$ cat src/rtl/bridge_pkg.sv
// Shared types and helpers for the FIFO-bridge write-side blocks.
package bridge_pkg;

    localparam int DATA_WIDTH_DEF = 8;

    typedef enum logic {
        IDLE,
        BURST
    } arb_state_t;

    // Index width for n items, never narrower than one bit.
    function automatic int id_width(input int n);
        return (n > 1) ? $clog2(n) : 1;
    endfunction

endpackage

$ cat src/rtl/rr_priority_picker.sv
// Rotating-priority encoder: first set bit of req searching ptr, ptr+1, ... modulo N.
module rr_priority_picker
    import bridge_pkg::*;
#(
    parameter int N = 3,
    parameter int W = id_width(N)
) (
    input  logic [N-1:0] req,
    input  logic [W-1:0] ptr,
    output logic         found,
    output logic [W-1:0] idx
);

    logic [2*N-1:0] doubled;
    logic [2*N-1:0] rotated;
    logic [W:0]     sum;

    assign doubled = {req, req};
    assign rotated = doubled >> ptr;

    // NOTE: every output gets a default before the loop; a path that skips an assignment would infer a latch.
    always_comb begin
        found = 1'b0;
        idx   = '0;
        sum   = '0;
        for (int k = 0; k < N; k++) begin
            if (!found && rotated[k]) begin
                found = 1'b1;
                sum   = {1'b0, ptr} + (W+1)'(k);
                if (sum >= (W+1)'(N)) begin
                    sum = sum - (W+1)'(N);
                end
                idx = sum[W-1:0];
            end
        end
    end

endmodule

$ cat src/rtl/fifo_wr_arbiter.sv
// Round-robin, burst-locked arbiter sharing one async-FIFO write port among NUM_REQ byte producers.
module fifo_wr_arbiter
    import bridge_pkg::*;
#(
    parameter int DATA_WIDTH   = DATA_WIDTH_DEF,
    parameter int NUM_REQ      = 3,
    parameter int MAX_BURST    = 4,
    parameter int IDLE_TIMEOUT = 16,
    localparam int ID_W        = id_width(NUM_REQ)
) (
    input  logic                          wr_clk,
    input  logic                          wr_rst,
    input  logic [NUM_REQ-1:0]            req_valid,
    input  logic [NUM_REQ*DATA_WIDTH-1:0] req_data,
    input  logic [NUM_REQ-1:0]            req_last,
    output logic [NUM_REQ-1:0]            req_ready,
    input  logic                          wr_full,
    output logic                          wr_en,
    output logic [DATA_WIDTH-1:0]         wr_data,
    output logic [ID_W-1:0]               grant_id,
    output logic                          busy
);

    localparam int BEAT_W = $clog2(MAX_BURST + 1);
    localparam int IDLE_W = $clog2(IDLE_TIMEOUT + 1);

    arb_state_t          state, state_n;
    logic [ID_W-1:0]     rr_ptr, rr_ptr_n;
    logic [ID_W-1:0]     grant_id_n;
    logic [BEAT_W-1:0]   beat_cnt, beat_cnt_n;
    logic [IDLE_W-1:0]   idle_cnt, idle_cnt_n;

    logic                pick_found;
    logic [ID_W-1:0]     pick_idx;
    logic                g_valid;
    logic                g_last;
    logic                release_grant;
    logic [ID_W-1:0]     next_ptr;
    logic [DATA_WIDTH-1:0] data_arr [NUM_REQ];

    for (genvar i = 0; i < NUM_REQ; i++) begin : g_unpack
        assign data_arr[i] = req_data[i*DATA_WIDTH +: DATA_WIDTH];
    end

    rr_priority_picker #(
        .N (NUM_REQ),
        .W (ID_W)
    ) u_picker (
        .req   (req_valid),
        .ptr   (rr_ptr),
        .found (pick_found),
        .idx   (pick_idx)
    );

    assign g_valid  = req_valid[grant_id];
    assign g_last   = req_last[grant_id];
    assign busy     = (state == BURST);
    // Explicit wrap so a non-power-of-two requester count never lands on an unused index.
    assign next_ptr = (grant_id == ID_W'(NUM_REQ - 1)) ? '0 : grant_id + 1'b1;

    always_comb begin
        state_n       = state;
        rr_ptr_n      = rr_ptr;
        grant_id_n    = grant_id;
        beat_cnt_n    = beat_cnt;
        idle_cnt_n    = idle_cnt;
        req_ready     = '0;
        wr_en         = 1'b0;
        wr_data       = '0;
        release_grant = 1'b0;

        case (state)
            IDLE: begin
                if (pick_found) begin
                    grant_id_n = pick_idx;
                    beat_cnt_n = '0;
                    idle_cnt_n = '0;
                    state_n    = BURST;
                end
            end
            BURST: begin
                req_ready[grant_id] = !wr_full;
                // A valid byte blocked by wr_full neither advances nor idles the grant.
                if (g_valid && !wr_full) begin
                    wr_en         = 1'b1;
                    wr_data       = data_arr[grant_id];
                    beat_cnt_n    = beat_cnt + 1'b1;
                    idle_cnt_n    = '0;
                    release_grant = g_last || (beat_cnt == BEAT_W'(MAX_BURST - 1));
                end else if (!g_valid) begin
                    idle_cnt_n    = idle_cnt + 1'b1;
                    release_grant = (idle_cnt == IDLE_W'(IDLE_TIMEOUT - 1));
                end
                if (release_grant) begin
                    state_n  = IDLE;
                    rr_ptr_n = next_ptr;
                end
            end
            default: state_n = IDLE;
        endcase
    end

    // NOTE: state registers use non-blocking assignments so every flop samples pre-edge values.
    always_ff @(posedge wr_clk or posedge wr_rst) begin
        if (wr_rst) begin
            state    <= IDLE;
            rr_ptr   <= '0;
            grant_id <= '0;
            beat_cnt <= '0;
            idle_cnt <= '0;
        end else begin
            state    <= state_n;
            rr_ptr   <= rr_ptr_n;
            grant_id <= grant_id_n;
            beat_cnt <= beat_cnt_n;
            idle_cnt <= idle_cnt_n;
        end
    end

endmodule

$ cat config.mk
export PLATFORM = sky130hd
export DESIGN_NAME = fifo_wr_arbiter
export DESIGN_NICKNAME = d
export VERILOG_FILES = /design/src/rtl/bridge_pkg.sv /design/src/rtl/rr_priority_picker.sv /design/src/rtl/fifo_wr_arbiter.sv
export SDC_FILE = /design/constraint.sdc
export NUM_CORES = 1
export LEC_CHECK = 0
export CAP_MARGIN = 20
export CORE_MARGIN = 2
export CORE_UTILIZATION = 45
export CTS_CLUSTER_DIAMETER = 200
export DETAILED_ROUTE_END_ITERATION = 8
export DONT_BUFFER_PORTS = 1
export SYNTH_ARGS = -nofsm -noshare
export SYNTH_HDL_FRONTEND = slang
export SYNTH_SLANG_ARGS = --single-unit
$ cat constraint.sdc
create_clock -name wr_clk -period 2.4 [get_ports wr_clk]
set_input_delay 0.24 -clock wr_clk [delete_from_list [all_inputs] [get_ports wr_clk]]
set_output_delay 0.24 -clock wr_clk [all_outputs]
set_load 0.005 [all_outputs]
## Word level (Yosys, flattened, before mapping)

Index checks and enable logic that the tools add are counted.

| word-level totals | value |
|---|---|
| register bits after elaboration | 13 |
| bits in latches | 0 |
| memory bits (writable) | 0 |
| bits in read-only memories | 0 |
| logic and storage cells | 78 |
| memories | 0 |

| cells by class | value |
|---|---|
| $add $sub $neg | 8 |
| multipliers | 0 |
| divide/modulo/power cells | 0 |
| order comparisons | 6 |
| equal/unequal tests | 6 |
| shift operators | 1 |
| mux-type cells | 37 |
| bitwise logic cells | 3 |
| reductions and logical operators | 12 |

Operators by type and width:

| kind | count |
|---|---|
| $mux 8 | 4 |
| $bmux 8 s2 | 1 |
| $mux 5 | 3 |
| $mux 2 | 7 |
| $mux 1 | 13 |
| $pmux 5 s2 | 1 |
| $mux 3 | 3 |
| $reduce_and 2->1 | 4 |
| $ge 3x2->1 const B | 2 |
| $pmux 3 s2 | 1 |
| $shr 6x2->3 | 1 |
| $sub 2x2->2 const B | 3 |
| $add 5x1->5 const B | 1 |
| $eq 5x4->1 const B | 1 |
| $bmux 1 s2 | 2 |
| $logic_and 1x1->1 | 4 |
| $add 2x1->3 const B | 1 |
| $add 2x2->3 const B | 1 |
| $add 3x1->3 const B | 1 |
| $and 3x3->3 | 1 |
| $eq 3x2->1 const B | 1 |
| $ge 3x3->1 const B | 1 |
| $logic_not 1->1 | 3 |
| $lt 2x3->1 const B | 1 |
| 12 further kinds | 12 |

## Longest topological paths before layout

Gate-level depths: netlist of run 1.

| logic depth | value |
|---|---|
| word-level depth | 10 |
| depth in mapped cells | 7 |

## Hierarchy

Synthesis of run 1 repeated with hierarchy kept, for this count alone.

| unflattened totals | value |
|---|---|
| cell total of the unflattened synthesis | 139 |
| area total of the unflattened synthesis | 1236.2 µm² |

By module, submodules not included:

| module | instances | cells each | area each (µm²) | sequential area each (µm²) |
|---|---|---|---|---|
| fifo_wr_arbiter | 1 | 117 | 1054.8 | 325.3 |
| rr_priority_picker | 1 | 22 | 181.4 | 0.0 |

## Least setup slack after synthesis of run 1

Ideal clock, no wire load.

| path | value |
|---|---|
| path kind | reg2out |
| start point | register grant_id[0] |
| end point | output port wr_data[0] |
| data arrival time | 1.401 ns |
| required time | 2.160 ns |
| slack | 0.759 ns |
| stages on the path, launching flop included | 7 |
| path through | dfrtp_1 > buf_6 > mux2i_4 > a2bb2oi_4 > or2_4 > buf_6 > nor2_1 |

| on the way | value |
|---|---|
| cells in the longest elaborated chain, start to end | 6 |
| elaborated cells on any way between the ends | 9 |
| those cells by class | 7 x mux; 1 x bitwise; 1 x reduce/logical |

Ends and longest elaborated chain:

| what | line | RTL |
|---|---|---|
| start, declared | fifo_wr_arbiter.sv:20 | `output logic [ID_W-1:0] grant_id,` |
| start signal, assigned | fifo_wr_arbiter.sv:114 | `grant_id <= grant_id_n;` |
| $not 2->3 (not written as such) | fifo_wr_arbiter.sv:86 | `wr_data = data_arr[grant_id];` |
| $bmux 8 s2 | fifo_wr_arbiter.sv:86 |  |
| $mux 8 (not written as such) (2 in a row) | fifo_wr_arbiter.sv:86 |  |
| $mux 8 (*) | fifo_wr_arbiter.sv:84 | `if (g_valid && !wr_full) begin` |
| $mux 8 (*) | fifo_wr_arbiter.sv:72 | `case (state)` |
| end, declared | fifo_wr_arbiter.sv:19 | `output logic [DATA_WIDTH-1:0] wr_data,` |

Every way passes the cells marked *; elsewhere a longest branch is shown, timed or not. The select of a mux whose other input is x is not followed.

## Worst setup path in the final report of run 1

| path | value |
|---|---|
| start point | register grant_id[0] |
| end point | output port wr_data[7] |

Same word-level chain as after synthesis.

==> results of run 1 <==
## tightest hold or removal path: stages
cell,delay [ps]
sky130_fd_sc_hd__a221oi_1,40
sky130_fd_sc_hd__nand4_1,90
sky130_fd_sc_hd__nand3_1,70
## sequential cells by signal, summed over array words and instances (netlist names)
signal and count:
beat_cnt 3, busy 1, grant_id 2, idle_cnt 5
rr_ptr 2
## layout make-up
type                       instances  area share [%]
tap                               31            2.92
clock buffer                       4            1.98
inverter                          13            3.67
sequential                        13            24.5
multi-input combinational        120            64.0
timing repair buffer               5            3.01
## path summary, 6_finish.rpt
check                                           to  cells after the start
setup / recovery                        wr_data[7]                      4
hold / removal               rr_ptr[1]$_DFFE_PP0P_                      3
setup reg to reg           idle_cnt[1]$_DFFE_PP0P_                      4
hold reg to reg            idle_cnt[0]$_DFFE_PP0P_                      1
max in group asynchronous  beat_cnt[2]$_DFFE_PP0P_                      2
min in group asynchronous           busy$_DFF_PP0_                      2
## metrics by stage
stage	util, %	hold WS [ps]	power, mW	cell area [µm²]
finish	48.2	209	1.43	1330
floorplan	-	117	1.16	1310
global route	48.2	232	1.57	1330
CTS	48.2	211	1.44	1330
global placement	46.9	171	1.29	1290
detailed placement	46.9	179	1.30	1290
## repair_timing
action                     4_1_cts  5_1_grt
hold buffers                     1        0
hold endpoints to repair        13        0
setup endpoints to repair        0        0
gates resized for setup          0        0
## layer usage
metal | routed length, µm | GRT usage, % | up-vias
met2 | 1230 | 30.2 | 58
met4 | 77 | 6.98 | 0
met3 | 264 | 3.79 | 8
met5 | 0 | 0 | -
met1 | 1300 | 22.9 | 519
li1 | - | - | 560
## cells by family (layout without fill, tap and decap cells)
group	after synthesis	after routing	share of synthesized area (%)
flops	13	13	24.9
buf+inv	25	22	9.96
fa+ha+maj	8	8	7.66
compound gates	37	37	21.7
simple gates	60	60	23.4
xor+xnor	1	1	0.671
mux	14	14	11.7
## power by group
part	total [mW]	switching, mW	internal (mW)
combinational	0.869	0.497	0.372
sequential	0.427	0.128	0.299
clock	0.134	0.0695	0.0645
## cell usage in the layout (no fill, tap or decap), types with 2 or more instances in the layout
master and instances:
sky130_fd_sc_hd__nor2_1 20, sky130_fd_sc_hd__mux2i_1 13, sky130_fd_sc_hd__dfrtp_1 13, sky130_fd_sc_hd__inv_1 12, sky130_fd_sc_hd__nand2_1 10, sky130_fd_sc_hd__a21oi_1 10, sky130_fd_sc_hd__nand3_1 8, sky130_fd_sc_hd__ha_1 8
sky130_fd_sc_hd__o21ai_0 5, sky130_fd_sc_hd__nand4_1 4, sky130_fd_sc_hd__o22ai_1 4, sky130_fd_sc_hd__buf_4 4, sky130_fd_sc_hd__nor4_1 3, sky130_fd_sc_hd__nand2b_1 3, sky130_fd_sc_hd__o211ai_1 3, sky130_fd_sc_hd__nor2b_1 3
sky130_fd_sc_hd__clkbuf_4 3, sky130_fd_sc_hd__o31ai_1 2, sky130_fd_sc_hd__o2111ai_1 2, sky130_fd_sc_hd__nor3_1 2, sky130_fd_sc_hd__a311oi_1 2
## Yosys cell counts (2+ instances only)
master / n / area (µm²)
sky130_fd_sc_hd__o31ai_1: 2 / 15.0
sky130_fd_sc_hd__mux2i_1: 13 / 130
sky130_fd_sc_hd__buf_4: 4 / 30.0
sky130_fd_sc_hd__nor2b_1: 3 / 18.8
sky130_fd_sc_hd__nand2b_1: 3 / 18.8
sky130_fd_sc_hd__dfrtp_1: 13 / 325
sky130_fd_sc_hd__nor4_1: 3 / 18.8
sky130_fd_sc_hd__nor3_1: 2 / 10.0
sky130_fd_sc_hd__a311oi_1: 2 / 17.5
sky130_fd_sc_hd__ha_1: 8 / 100
sky130_fd_sc_hd__o211ai_1: 3 / 22.5
sky130_fd_sc_hd__nand2_1: 10 / 37.5
sky130_fd_sc_hd__buf_2: 5 / 25.0
sky130_fd_sc_hd__buf_6: 2 / 22.5
sky130_fd_sc_hd__o2111ai_1: 2 / 17.5
sky130_fd_sc_hd__o21ai_0: 5 / 25.0
sky130_fd_sc_hd__nor2_1: 20 / 75.1
sky130_fd_sc_hd__nand4_1: 4 / 25.0
sky130_fd_sc_hd__o22ai_1: 4 / 25.0
sky130_fd_sc_hd__nand3_1: 8 / 40.0
sky130_fd_sc_hd__inv_1: 12 / 45.0
sky130_fd_sc_hd__a21oi_1: 10 / 50.1
==> impl_metrics.yaml, run 1 <==
outcome:
  run_status: "complete, no violations"
timing:
  post-route-worst-setup-slack_ps: 285
  timing.clock.skew_ps: 3.93
  rsz0062_at_grt: "no"
  finalSetupTns_ps: 0
  hold_viol_final: 0
  max_clock_freq_mhz: 473
  fin_crit_sh_pct: 88.1
  layout_min_cycle_time_ps: 2120
  slew_headroom_pct: 68.0
  maxSlewViolCount: 0
  finalSetupViolCount: 0
  tightestPinTransition_ps: 479
synth:
  synthDistinctLibCells: 42
  synth_seq_cells: 13
  synth.avg_cell_area_um2: 8.27
  synth-edff-count: 0
  synth_nets: 199
  syn-cell-area_um2: 1310
  synthCells: 158
  synth-seq-area-share_pct: 24.9
  ys_warn_count: 0
  asyncSetResetFlopFracSynth_pct: 100
  synth_ff_type: "sky130_fd_sc_hd__dfrtp_1"
floorplan:
  die-width_um: 57.9
  rows: 19
  die_height_um: 57.9
  core_um2: 2760
  io_pins: 48
  initial_core_util_pct: 47.4
  design.die.area_um2: 3350
flow_run:
  timing.max_cap.violations: 0
routing:
  drt_pass1_iterations: 4
  post_drt_via_cell_ratio: 6.16
  drc: 0
  detail_route.wirelength_um: 2880
  detailroute.via_count: 1145
  routed_wire_length_per_instance_um: 15.5
  antenna_violating_nets_post_route: 0
  violation_count_after_the_first_detailed_route_iteration: 28
critical_path:
  worstSetupEndpointType: "primary output"
  worstPathBufferInverterCount: 0
  path_cells: "mux2i_4 > a2bb2oi_4 > or2_4 > nor2_1"
  critical_path_peak_fanout: 12
  rr_startpoint: "grant_id[0]$_DFFE_PP0P_"
  crit_start: "grant_id[0]$_DFFE_PP0P_"
  worst_path_max_delay_cell: "sky130_fd_sc_hd__dfrtp_1"
  reg2reg_slack_ps: 590
  critPathKind: "register to primary output"
  cp-start-kind: "register"
  arrival_ps: 1880
  worst-endpoint-required_ps: 2160
  crit_path_max_incr_delay_ps: 630
  critPathTopFamily: "flip-flops"
cts:
  cts_inserted_buffers: 3
  max-clock-path-buffers: 2
  htree_levels: 1
  cts_root_buffer: "sky130_fd_sc_hd__clkbuf_4"
  worst_skew_pair.late_latency_ps: 280
  cts_setup_buffers: 0
  clock_tree_from_tritoncts: "done"
  cts.clk_slew.worst_paths_ps: 80
  numClockSinks: 13
pwr:
  power_per_cell_area_nw_per_um2: 1080
  leakage_nw: 0.562
  power.ir.vdd_worst_uv: 500
layout:
  fillers: 281
  seqCellArea_um2: 325
  instances_no_fill: 186
  fraction_of_final_layout_cells_with_drive_strength_greater_than_1_pct: 8.39
  area_added_between_synthesis_and_finish_pct: 1.82
  antenna_cells: 0
  nets: 197
  multiInputGateArea_um2: 851
worst_hold_path:
  hold_class: "input port to register"
  worstHoldStart: "wr_full"
grt:
  gr-usage-all-layers_pct: 18.1
  grt_antenna_before_repair: 0
  largest_net_degree_at_the_start_of_global_routing: 20
  grt_pass1_wl_um: 4790
  grt_overflow_total: 0
  first_global_vias: 1097
place:
  place.detailed.instances: 181
  final_weighted_congestion_of_routability_driven_global_placement: 0.793
  place_worst_setup_slack_ps: 600
  post-dp-hpwl_um: 2240
  place.port_buffers: 0
Power figures use the tool's default switching activity.
==> run 2: changes to the inputs <==
==> constraint.sdc (replaced) <==
create_clock -name wr_clk -period 2.4 [get_ports wr_clk]
set_input_delay 0.48 -clock wr_clk [delete_from_list [all_inputs] [get_ports wr_clk]]
set_output_delay 0.48 -clock wr_clk [all_outputs]
set_load 0.005 [all_outputs]
==> run 2 against run 1 <==
  * Hold slack got worse by 94 ps
  * Clock power hardly changed
  * Global-route usage decreased by 0.19 points
  * Critical endpoint unchanged
==> impl_metrics.yaml, run 2 (synthesis gave the netlist of run 1 again) <==
outcome:
  run_status: "complete, no violations"
timing:
  slew_headroom_pct: 65.5
  tightestPinTransition_ps: 517
  finalSetupViolCount: 0
  rsz0062_at_grt: "no"
  fin_crit_sh_pct: 92.1
  max_clock_freq_mhz: 452
  hold_viol_final: 0
  finalSetupTns_ps: 0
  timing.clock.skew_ps: 7.70
  layout_min_cycle_time_ps: 2210
  maxSlewViolCount: 0
grt:
  grt_antenna_before_repair: 0
  grt_overflow_total: 0
  gr-usage-all-layers_pct: 17.9
  largest_net_degree_at_the_start_of_global_routing: 19
  first_global_vias: 1111
  grt_pass1_wl_um: 4800
pwr:
  power.ir.vdd_worst_uv: 537
  finalPower_mw: 1.43
  leakage_nw: 0.558
  power_per_cell_area_nw_per_um2: 1080
critical_path:
  worstSetupEndpointType: "primary output"
  arrival_ps: 1730
  cp-start-kind: "register"
  critPathKind: "register to primary output"
  critical_path_peak_fanout: 12
  worst-endpoint-required_ps: 1920
cts:
  cts.clk_slew.worst_paths_ps: 80
  max-clock-path-buffers: 2
  cts_root_buffer: "sky130_fd_sc_hd__clkbuf_4"
  cts-resized-gates: 0
  htree_levels: 1
  cts_hold_repair.buffers: 0
  cts_setup_buffers: 0
  cts_inserted_buffers: 3
  numClockSinks: 13
  worst_skew_pair.late_latency_ps: 280
  clock_tree_from_tritoncts: "done"
place:
  final_weighted_congestion_of_routability_driven_global_placement: 0.829
  post-dp-hpwl_um: 2220
  placed_area_um2: 1290
  place.detailed.instances: 181
  place.port_buffers: 0
layout:
  final_cell_mix: "20 x sky130_fd_sc_hd__nor2_1, 13 x sky130_fd_sc_hd__mux2i_1, 13 x sky130_fd_sc_hd__dfrtp_1"
  utilization_of_the_core_after_routing_pct: 47.9
  antenna_cells: 0
  mostFrequentLayoutCell: "sky130_fd_sc_hd__nor2_1"
  largest_register_ffs: 5
  instances_no_fill: 185
  area_added_between_synthesis_and_finish_pct: 1.05
  nets: 196
  largest_register: "idle_cnt"
  fraction_of_final_layout_cells_with_drive_strength_greater_than_1_pct: 8.44
  finalInstanceArea_um2: 1320
  largest_registers: "idle_cnt (5), beat_cnt (3)"
routing:
  routed_wire_length_per_instance_um: 15.6
  drt_pass1_iterations: 5
  violation_count_after_the_first_detailed_route_iteration: 30
  detail_route.wirelength_um: 2880
  post_drt_via_cell_ratio: 6.22
  antenna_violating_nets_post_route: 0
  drc: 0
  detailroute.via_count: 1150
floorplan:
  io_pins: 48
  die-width_um: 57.9
  die_height_um: 57.9
  rows: 19
  initial_core_util_pct: 47.4
  core_um2: 2760
  design.die.area_um2: 3350
flow_run:
  timing.max_cap.violations: 0
worst_hold_path:
  hold_class: "input port to async pin"
run 2: changes by cell type in the layout (fill, tap and decap cells not counted):
cell,delta
sky130_fd_sc_hd__dlygate4sd3_1,-1
run 2: where the power goes:
group	leakage [nW]	internal, mW	switching, mW
Combinational	0.377	0.370	0.482
Sequential	0.166	0.299	0.145
Clock	0.0150	0.0644	0.0707
run 2: path summary, 6_finish.rpt:
check | start | endpoint | slack [ps] | cells after the start
hold / removal | wr_rst | grant_id[0]$_DFFE_PP0P_ | 120 | 1
hold reg to reg | idle_cnt[0]$_DFFE_PP0P_ | idle_cnt[0]$_DFFE_PP0P_ | 510 | 1
max in group asynchronous | wr_rst | idle_cnt[1]$_DFFE_PP0P_ | 1930 | 1
setup reg to reg | grant_id[0]$_DFFE_PP0P_ | idle_cnt[1]$_DFFE_PP0P_ | 570 | 6
min in group wr_clk | wr_full | rr_ptr[1]$_DFFE_PP0P_ | 440 | 3
setup / recovery | grant_id[1]$_DFFE_PP0P_ | wr_data[7] | 190 | 4
run 2: layout make-up:
type / count / area [µm²]
Fill cell: 289 / 1440
Multi-Input combinational cell: 120 / 851
Sequential cell: 13 / 325
Inverter: 13 / 48.8
Tap cell: 31 / 38.8
Timing Repair Buffer: 4 / 30.0
Clock buffer: 4 / 26.3
run 2: worst max-delay path, stage by stage (launching register included):
cell	delay (ps)
sky130_fd_sc_hd__dfrtp_1	610
sky130_fd_sc_hd__nor2b_4	270
sky130_fd_sc_hd__a2bb2oi_4	100
sky130_fd_sc_hd__or2_4	320
sky130_fd_sc_hd__nor2_1	150
run 2: routing by layer:
layer | up-vias | wire (µm) | GRT usage [%]
met5 | - | 0 | 0
met4 | 0 | 12 | 2.99
met3 | 2 | 226 | 5.13
met2 | 59 | 1350 | 30.8
met1 | 527 | 1290 | 22.6
li1 | 562 | - | -
run 2: metrics by stage:
step | hold WS (ps) | setup slack, ps
detailed placement | 431 | 479
finish | 115 | 189
global placement | 439 | 544
CTS | 124 | 173
floorplan | 357 | 519
global route | 160 | 91.4
